[src/rtl/rx_core.sv]
`default_nettype none
//------------------------------------------------------------------------------
// Module   : rx_core
// Purpose  : UART receiver, 8 data bits LSB first, 1 stop bit, with a
//            one-byte valid/ready holding register plus frame-error and
//            overrun pulses. Optional even-parity bit when the macro
//            UART_RX_PARITY_EN is defined (adds PARITY state and the
//            rx_parity_err output).
// Ports    : rx_clk        in   clock, rising edge
//            reset         in   synchronous, active-high
//            rx            in   asynchronous serial line, idle high
//            rx_valid      out  rx_data holds an unconsumed byte
//            rx_data[7:0]  out  received byte
//            rx_ready      in   sink accepts when rx_valid && rx_ready
//            rx_frame_err  out  1-cycle pulse, stop bit sampled low
//            rx_overrun    out  1-cycle pulse, completed byte dropped
//            rx_parity_err out  1-cycle pulse, parity mismatch
//                               (UART_RX_PARITY_EN builds only)
// Revision : 1.0 - initial release
//------------------------------------------------------------------------------
module rx_core #(
  parameter int CLKS_PER_BIT = 16
) (
  input  logic       rx_clk,
  input  logic       reset,
  input  logic       rx,
  output logic       rx_valid,
  output logic [7:0] rx_data,
  input  logic       rx_ready,
  output logic       rx_frame_err,
  output logic       rx_overrun
`ifdef UART_RX_PARITY_EN
  ,
  output logic       rx_parity_err
`endif
);

  localparam int CNT_W = $clog2(CLKS_PER_BIT);
  localparam logic [CNT_W-1:0] c_half_m1 = CNT_W'(CLKS_PER_BIT / 2 - 1);
  localparam logic [CNT_W-1:0] c_full_m1 = CNT_W'(CLKS_PER_BIT - 1);

  typedef enum logic [2:0] {
    S_IDLE   = 3'd0,
    S_START  = 3'd1,
    S_DATA   = 3'd2,
`ifdef UART_RX_PARITY_EN
    S_PARITY = 3'd4,
`endif
    S_STOP   = 3'd3
  } state_t;

  // Synchronizer and edge-detect history; all reset high so a line that is
  // already low after reset is not mistaken for a start edge.
  logic             sync1_q;
  logic             rx_s_q;
  logic             rx_prev_q;

  state_t           state_q, state_d;
  logic [CNT_W-1:0] cnt_q, cnt_d;
  logic [2:0]       bit_q, bit_d;
  logic [7:0]       shift_q, shift_d;
  logic [7:0]       data_q, data_d;
  logic             valid_q, valid_d;
  logic             ferr_q, ferr_d;
  logic             ovr_q, ovr_d;
  logic             byte_done;
`ifdef UART_RX_PARITY_EN
  logic             perr_q, perr_d;
  logic             pbad_q, pbad_d;
`endif

  always_ff @(posedge rx_clk) begin
    if (reset) begin
      sync1_q   <= 1'b1;
      rx_s_q    <= 1'b1;
      rx_prev_q <= 1'b1;
      state_q   <= S_IDLE;
      cnt_q     <= '0;
      bit_q     <= '0;
      shift_q   <= '0;
      data_q    <= '0;
      valid_q   <= 1'b0;
      ferr_q    <= 1'b0;
      ovr_q     <= 1'b0;
`ifdef UART_RX_PARITY_EN
      perr_q    <= 1'b0;
      pbad_q    <= 1'b0;
`endif
    end else begin
      sync1_q   <= rx;
      rx_s_q    <= sync1_q;
      rx_prev_q <= rx_s_q;
      state_q   <= state_d;
      cnt_q     <= cnt_d;
      bit_q     <= bit_d;
      shift_q   <= shift_d;
      data_q    <= data_d;
      valid_q   <= valid_d;
      ferr_q    <= ferr_d;
      ovr_q     <= ovr_d;
`ifdef UART_RX_PARITY_EN
      perr_q    <= perr_d;
      pbad_q    <= pbad_d;
`endif
    end
  end

  always_comb begin
    state_d   = state_q;
    cnt_d     = cnt_q + CNT_W'(1);
    bit_d     = bit_q;
    shift_d   = shift_q;
    data_d    = data_q;
    valid_d   = valid_q;
    ferr_d    = 1'b0;
    ovr_d     = 1'b0;
    byte_done = 1'b0;
`ifdef UART_RX_PARITY_EN
    perr_d    = 1'b0;
    pbad_d    = pbad_q;
`endif

    // Sink handshake; a byte completing in the same cycle re-raises valid below.
    if (valid_q && rx_ready) begin
      valid_d = 1'b0;
    end

    case (state_q)
      S_IDLE: begin
        cnt_d = '0;
`ifdef UART_RX_PARITY_EN
        pbad_d = 1'b0;
`endif
        // Needs a genuine high-to-low transition, so a line stuck low after
        // a frame error or reset cannot start a frame.
        if (!rx_s_q && rx_prev_q) begin
          state_d = S_START;
        end
      end
      S_START: begin
        if (cnt_q == c_half_m1) begin
          cnt_d   = '0;
          bit_d   = '0;
          state_d = rx_s_q ? S_IDLE : S_DATA;
        end
      end
      S_DATA: begin
        // Counting restarts at the start-bit midpoint, so a full bit period
        // later lands in the middle of each data bit.
        if (cnt_q == c_full_m1) begin
          cnt_d   = '0;
          shift_d = {rx_s_q, shift_q[7:1]};
          bit_d   = bit_q + 3'd1;
          if (bit_q == 3'd7) begin
`ifdef UART_RX_PARITY_EN
            state_d = S_PARITY;
`else
            state_d = S_STOP;
`endif
          end
        end
      end
`ifdef UART_RX_PARITY_EN
      S_PARITY: begin
        if (cnt_q == c_full_m1) begin
          cnt_d   = '0;
          // Even parity: data bits plus parity bit must have an even count of ones.
          pbad_d  = rx_s_q ^ (^shift_q);
          perr_d  = rx_s_q ^ (^shift_q);
          state_d = S_STOP;
        end
      end
`endif
      S_STOP: begin
        if (cnt_q == c_full_m1) begin
          cnt_d   = '0;
          state_d = S_IDLE;
          if (!rx_s_q) begin
            ferr_d = 1'b1;
          end
`ifdef UART_RX_PARITY_EN
          else if (!pbad_q) begin
            byte_done = 1'b1;
          end
`else
          else begin
            byte_done = 1'b1;
          end
`endif
        end
      end
      default: begin
        state_d = S_IDLE;
        cnt_d   = '0;
      end
    endcase

    // Holding register: full and not being drained means the new byte is lost.
    if (byte_done) begin
      if (valid_q && !rx_ready) begin
        ovr_d = 1'b1;
      end else begin
        data_d  = shift_q;
        valid_d = 1'b1;
      end
    end
  end

  assign rx_valid     = valid_q;
  assign rx_data      = data_q;
  assign rx_frame_err = ferr_q;
  assign rx_overrun   = ovr_q;
`ifdef UART_RX_PARITY_EN
  assign rx_parity_err = perr_q;
`endif

endmodule
`default_nettype wire

[config.mk]
export PLATFORM = sky130hd
export DESIGN_NAME = rx_core
export DESIGN_NICKNAME = d
export VERILOG_FILES = /design/src/rtl/rx_core.sv
export SDC_FILE = /design/constraint.sdc
export NUM_CORES = 1
export LEC_CHECK = 0
export CAP_MARGIN = 20
export CORE_ASPECT_RATIO = 0.8
export CORE_MARGIN = 10
export CORE_UTILIZATION = 57
export CTS_CLUSTER_SIZE = 25
export DETAILED_ROUTE_END_ITERATION = 6
export GPL_ROUTABILITY_DRIVEN = 0
export PLACE_DENSITY = 0.81
export SKIP_CTS_REPAIR_TIMING = 1
export SLEW_MARGIN = 15
export SYNTH_ARGS = -nofsm -noshare
export SYNTH_HDL_FRONTEND = slang
export SYNTH_SLANG_ARGS = --single-unit
export TNS_END_PERCENT = 20
[constraint.sdc]
create_clock -name rx_clk -period 4.02 [get_ports rx_clk]
set_clock_uncertainty 0.2 [all_clocks]
set_input_delay 0.804 -clock rx_clk [delete_from_list [all_inputs] [get_ports rx_clk]]
set_output_delay 0.804 -clock rx_clk [all_outputs]
set_load 0.02 [all_outputs]
==> metrics.txt, run 1 <==
final hold viol count 0; Die Ht approximately 62 um; sequential power share 0.581; final hold slack 0.2234 ns; first-pass GRT wire length between 3000 and 4000 um; clock insertion delay at the later pin of the skew report between 0.3 and 0.4 ns; GRT Total Usage 0.1149; GR Overflow Total 0; top-count cell post-synth dfxtp_1; Final Setup Violations 0; Psw ~0.13 mW; Sum Neg Setup Slack 0 ns; Final Util 0.6838; initial antenna violation count 0; post-route cell area around 1500 um2; IO Port Bufs 14; Die W just over 70 um; status finished clean; Yosys top cell by area dfxtp_1; Ys Warns 0; Avg WL per Cell 13.64 um; max-cap violation count 0; Antenna Nets Post-Route 0; final net count 146; worst vdd ir roughly 270 uV; syn avg cell area between 10 and 15 um2; type of destination of the critical path flip-flop; CP arrival around 2.4 ns; WP data required around 4 ns; synth unique cells 29; layout cells sized above 1 0.1071; Inserted Clock Buffers 5; critical path fanouts, max 8; Remaining DRCs 0; wirelength, routed roughly 2300 um; period utilisation layout 0.5979; Net Count, Synth around 130; clock tree from TritonCTS done; Synth Cell Area roughly 1300 um2; Tightest Pin Transition 0.9064 ns; largest net degree at the start of global routing 29; post-layout min period 2.403 ns; post-synthesis async set-or-reset flop share 0; Area growth syn-to-layout 15.44%; Leakage just over 0.5 nW; Post-Syn Instances between 100 and 150; Clk pwr share 0.354; pwr/cell area ~390 nW/um2; Seq/Total Area, Yosys 0.4940; max_slew headroom 0.3938; # rows 15; vias in the first global route ~890; most frequent cells after synthesis dfxtp_1, nor2_1, mux2i_1; unrepaired setup endpoints after global routing false; Antenna Diode Count 0; top cells by area, synth dfxtp_1, mux2i_1, nor2_1, ha_1, a21oi_1; fmax ~0.42 GHz; via count about 880; sw frac 0.2268; internal power between 0.4 and 0.5 mW; combinational group share of total power 0.065; clk buf depth 2; Die Area 4493 um2; worst hold path type flip-flop to flip-flop; Post-synth EDFFs 0; Clock transition at path regs around 0.090 ns; Startpoint Class input port; placeable core area 2121 um2; top-area cell type share of the netlist area 0.4940; Most used DFF post-synth dfxtp_1; post-placement cell area approximately 1400 um2; FILL cells 169; Yosys reg bits 31; Top-Level Pins 15; Iteration-0 DRC Markers 41; kind of critical path input port to flip-flop; total power around 0.56 mW; HPWL after DPL 1633 um; Via-to-Cell Ratio 5.358; Slew Limit Fails 0; starting density of the core 0.5923; htree depth 2; Sinks on Clock Net 31; Root Buffer Master clkbuf_4; Pre-antenna DRT Iters 4
-- layer usage --
layer	track usage	share of wire
met3	0.06984	0.067
met4	0.03243	0.0062
met2	0.1806	0.47
met1	0.1293	0.46
met5	0	0
-- path summary, 6_finish.rpt --
path / startpoint / end / slack [ns] / cells past startpoint
hold / removal: sync1_q / rx_s_q / 0.22 / 1
hold reg to reg: sync1_q / rx_s_q / 0.22 / 1
setup reg to reg: cnt_q[0] / rx_data[3] / 1.85 / 5
setup / recovery: rx_ready / rx_data[3] / 1.62 / 5
-- flip-flops by register name, indices dropped and copies added, names as in the netlist --
| register | cells |
|---|---|
| rx_data | 8 |
| shift_q | 8 |
| cnt_q | 4 |
| bit_q | 3 |
| state_q | 2 |
| rx_frame_err | 1 |
| rx_overrun | 1 |
| rx_prev_q | 1 |
| rx_s_q | 1 |
| rx_valid | 1 |
| sync1_q | 1 |
-- power groups by stage --
stage	clock, mW	sequential, mW	combinational [mW]
3_3_place_gp	0	0.332	0.0340
4_1_cts	0.205	0.326	0.0371
3_5_place_dp	0	0.333	0.0370
6_report	0.199	0.326	0.0367
2_1_floorplan	0	0.324	0.0382
5_1_grt	0.224	0.328	0.0413
-- placed cells by master (no fill, tap or decap) --
master	count
a21oi_1	6
a21oi_4	1
a221o_1	1
a311oi_1	1
and2_1	4
and3_1	1
buf_4	1
clkbuf_1	1
clkbuf_4	5
clkbuf_8	2
clkdlybuf4s50_1	14
dfxtp_1	31
ha_1	3
inv_1	2
mux2i_1	18
nand2_1	3
nand2b_1	4
nand3_1	3
nand3b_1	1
nor2_1	21
nor2b_1	2
nor3_1	3
nor3b_2	1
o211ai_1	1
o21ai_1	1
o21bai_1	1
or2_2	4
or3b_4	1
xnor2_1	2
xor2_1	1
-- worst max-delay path, cell delays in order --
cell and delay (ns):
clkdlybuf4s50_1 0.45, nand2b_1 0.14, nor3b_2 0.66, mux2i_1 0.27, nor2_1 0.05
-- stage by stage --
stage / setup WS, ns / std cells
final: 1.617 / 165
after global routing: 1.520 / 165
after CTS: 1.610 / 165
after detailed placement: 1.298 / 157
after global placement: 1.329 / 157
after floorplan: 2.229 / 125
-- layout make-up --
type	instances	area (um2)	area share
tap	25	31.28	0.02157
clock buffer	8	68.82	0.04745
sequential	31	620.6	0.4280
timing repair buffer	15	147.6	0.1018
multi-input combinational	84	574.3	0.3960
inverter	2	7.507	0.005177
-- logic make-up (layout without fill, tap and decap cells) --
logic type | count (synthesis) | in the layout | share of synthesized area
simple gates | 48 | 48 | 0.1952
flops | 31 | 31 | 0.4940
mux | 18 | 18 | 0.1434
compound gates | 12 | 12 | 0.06774
buf+inv | 10 | 25 | 0.04880
fa+ha+maj | 3 | 3 | 0.02988
xor+xnor | 3 | 3 | 0.02092
Power figures use the tool's default switching activity.
==> run 2, diff against run 1 <==
Settings changed: CORE_UTILIZATION 57 to 48, PLACE_DENSITY 0.81 to 0.73.
Clock period 4.02 ns to 2 ns, I/O delays scaled along.
==> run 2 against run 1 <==
Worst setup slack worse by 1.5 ns. Critical path depth down 4. Count of clock-buffer cells in the layout down 2. Power up 85%. Sequential share of layout area down 0.26 points. Worst hold slack worse by 0.0040 ns. Register-to-register slack worse by 1.7 ns. First-iteration DRC count up 27%. Largest power group unchanged.
==> metrics.txt, run 2 (synthesized netlist as in run 1, its figures left out) <==
Die W 77.20 um (+6.5%); Remaining DRCs 0 (unchanged); Iteration-0 DRC Markers 52 (+27%); worst-path cell chain clkdlybuf4s50_1; Die Area 5076 um2 (+13%); Sequential Area 620.6 um2 (unchanged); multi-input logic area 574.3 um2 (unchanged); critical path fanouts, max 2 (-6); Slew Limit Fails 0 (unchanged); Non-Filler Instances 177 (+7.3%); Antenna Diode Count 0 (unchanged); GR Overflow Total 0 (unchanged); Startpoint Class flip-flop; clk buf depth 2 (unchanged); clock tree from TritonCTS done; Final Setup Violations 0 (unchanged); most common library cell in the layout ignoring fill and taps dfxtp_1; Psw 0.2439 mW (+91%); most frequent cells in the layout dfxtp_1, nor2_1, mux2i_1; starting density of the core 0.5060 (-0.08628); IO Port Bufs 14 (unchanged); GRT Total Usage 0.09205 (-0.02284); post-placement cell area 1418 um2 (+2.6%); HPWL after DPL 1606 um (-1.6%); Clk pwr share 0.298 (-0.056); Tightest Pin Transition 0.3820 ns (-0.5244 ns); clock insertion delay at the later pin of the skew report 0.32 ns (about the same); Sum Neg Setup Slack 0 ns (unchanged); final hold viol count 0 (unchanged); Die Ht 65.76 um (+6.1%); Top delay family on crit path buffers and inverters; # rows 16 (+1); sw frac 0.2352 (+0.008355); layout cells sized above 1 0.1135 (+0.006332); unrepaired setup endpoints after global routing false; Avg WL per Cell 12.36 um (-9.4%); post-route setup slack 0.1147 ns (-1.502 ns); CP arrival 1.29 ns (-1.08 ns); Via-to-Cell Ratio 5.034 (-6.0%); Root Buffer Master clkbuf_4; kind of critical path flip-flop to primary output; Sinks on Clock Net 31 (unchanged); first-pass GRT wire length 3677 um (-7.8%); Hold Crit Start sync1_q; Top-Level Pins 15 (unchanged); Antenna Nets Post-Route 0 (unchanged); worst vdd ir 321.0 uV (+18%); CP Buf/Inv Count 1 (unchanged); vias in the first global route 832 (-6.9%); launching point of the worst reg2reg path cnt_q[0]; status finished clean; Leakage 0.5110 nW (+0.13%); wirelength, routed 2187 um (-2.8%); post-route cell area 1459 um2 (+0.60%); Pre-antenna DRT Iters 4 (unchanged); worst hold path type flip-flop to flip-flop; initial antenna violation count 0 (unchanged); internal power 0.7931 mW (+83%); max_slew headroom 0.7450 (+0.3511); Setup WS pre-CTS 0.05801 ns (-1.240 ns); combinational group share of total power 0.071 (+0.006); sequential power share 0.632 (+0.051); post-layout min period 1.885 ns; largest net degree at the start of global routing 19 (-34%); slowest cell on the critical path clkdlybuf4s50_1; max-cap violation count 0 (unchanged); Worst path max stage delay 0.61 ns (-0.05 ns); htree depth 2 (unchanged); FILL cells 238 (+41%); crit path from rx_data[0]; pwr/cell area 710.8 nW/um2 (+83%); fmax roughly 0.53 GHz; type of destination of the critical path primary output; placeable core area 2482 um2 (+17%); Inserted Clock Buffers 5 (unchanged); Area growth syn-to-layout 16.14%; final net count 149 (+2.1%); via count 891 (+0.79%); period utilisation layout 0.9426; DP Cell Count 171 (+8.9%); Clock transition at path regs 0.08 ns (about the same); WP data required 1.40 ns (-2.59 ns)
## run 2: cell type report
cell class / instances / area share
well taps: 36 / 0.03087
flip-flops and latches: 31 / 0.4254
clock buffers: 6 / 0.02830
repair buffers: 18 / 0.1166
inverters: 2 / 0.005146
multi-input cells: 84 / 0.3937
## run 2: power groups by stage
stage | sequential, mW | clock (mW) | combinational [mW]
global placement | 0.668 | 0 | 0.0705
floorplan | 0.651 | 0 | 0.0768
detailed placement | 0.669 | 0 | 0.0739
finish | 0.655 | 0.309 | 0.0732
global route | 0.659 | 0.350 | 0.0845
CTS | 0.655 | 0.319 | 0.0743
## run 2: metal layers
metal	part of all wire	up-vias	GRT usage
li1	-	451	-
met1	0.46	410	0.1076
met2	0.43	22	0.1313
met3	0.078	8	0.04891
met4	0.023	0	0.05455
met5	0	-	0
## run 2: stage by stage
step / utilization / hold slack, ns / power (mW)
finish: 0.5877 / 0.2194 / 1.037
global route: 0.5877 / 0.2379 / 1.093
CTS: 0.5877 / 0.2253 / 1.049
detailed placement: 0.5711 / 0.2063 / 0.7431
global placement: 0.5711 / 0.1981 / 0.7387
floorplan: - / 0.1895 / 0.7280
## run 2: final timing paths
path                 to  slack, ns  depth (start not counted)
max reg2reg  shift_q[1]       0.19                          6
max          rx_data[0]       0.11                          1
min              rx_s_q       0.22                          1
min reg2reg      rx_s_q       0.22                          1
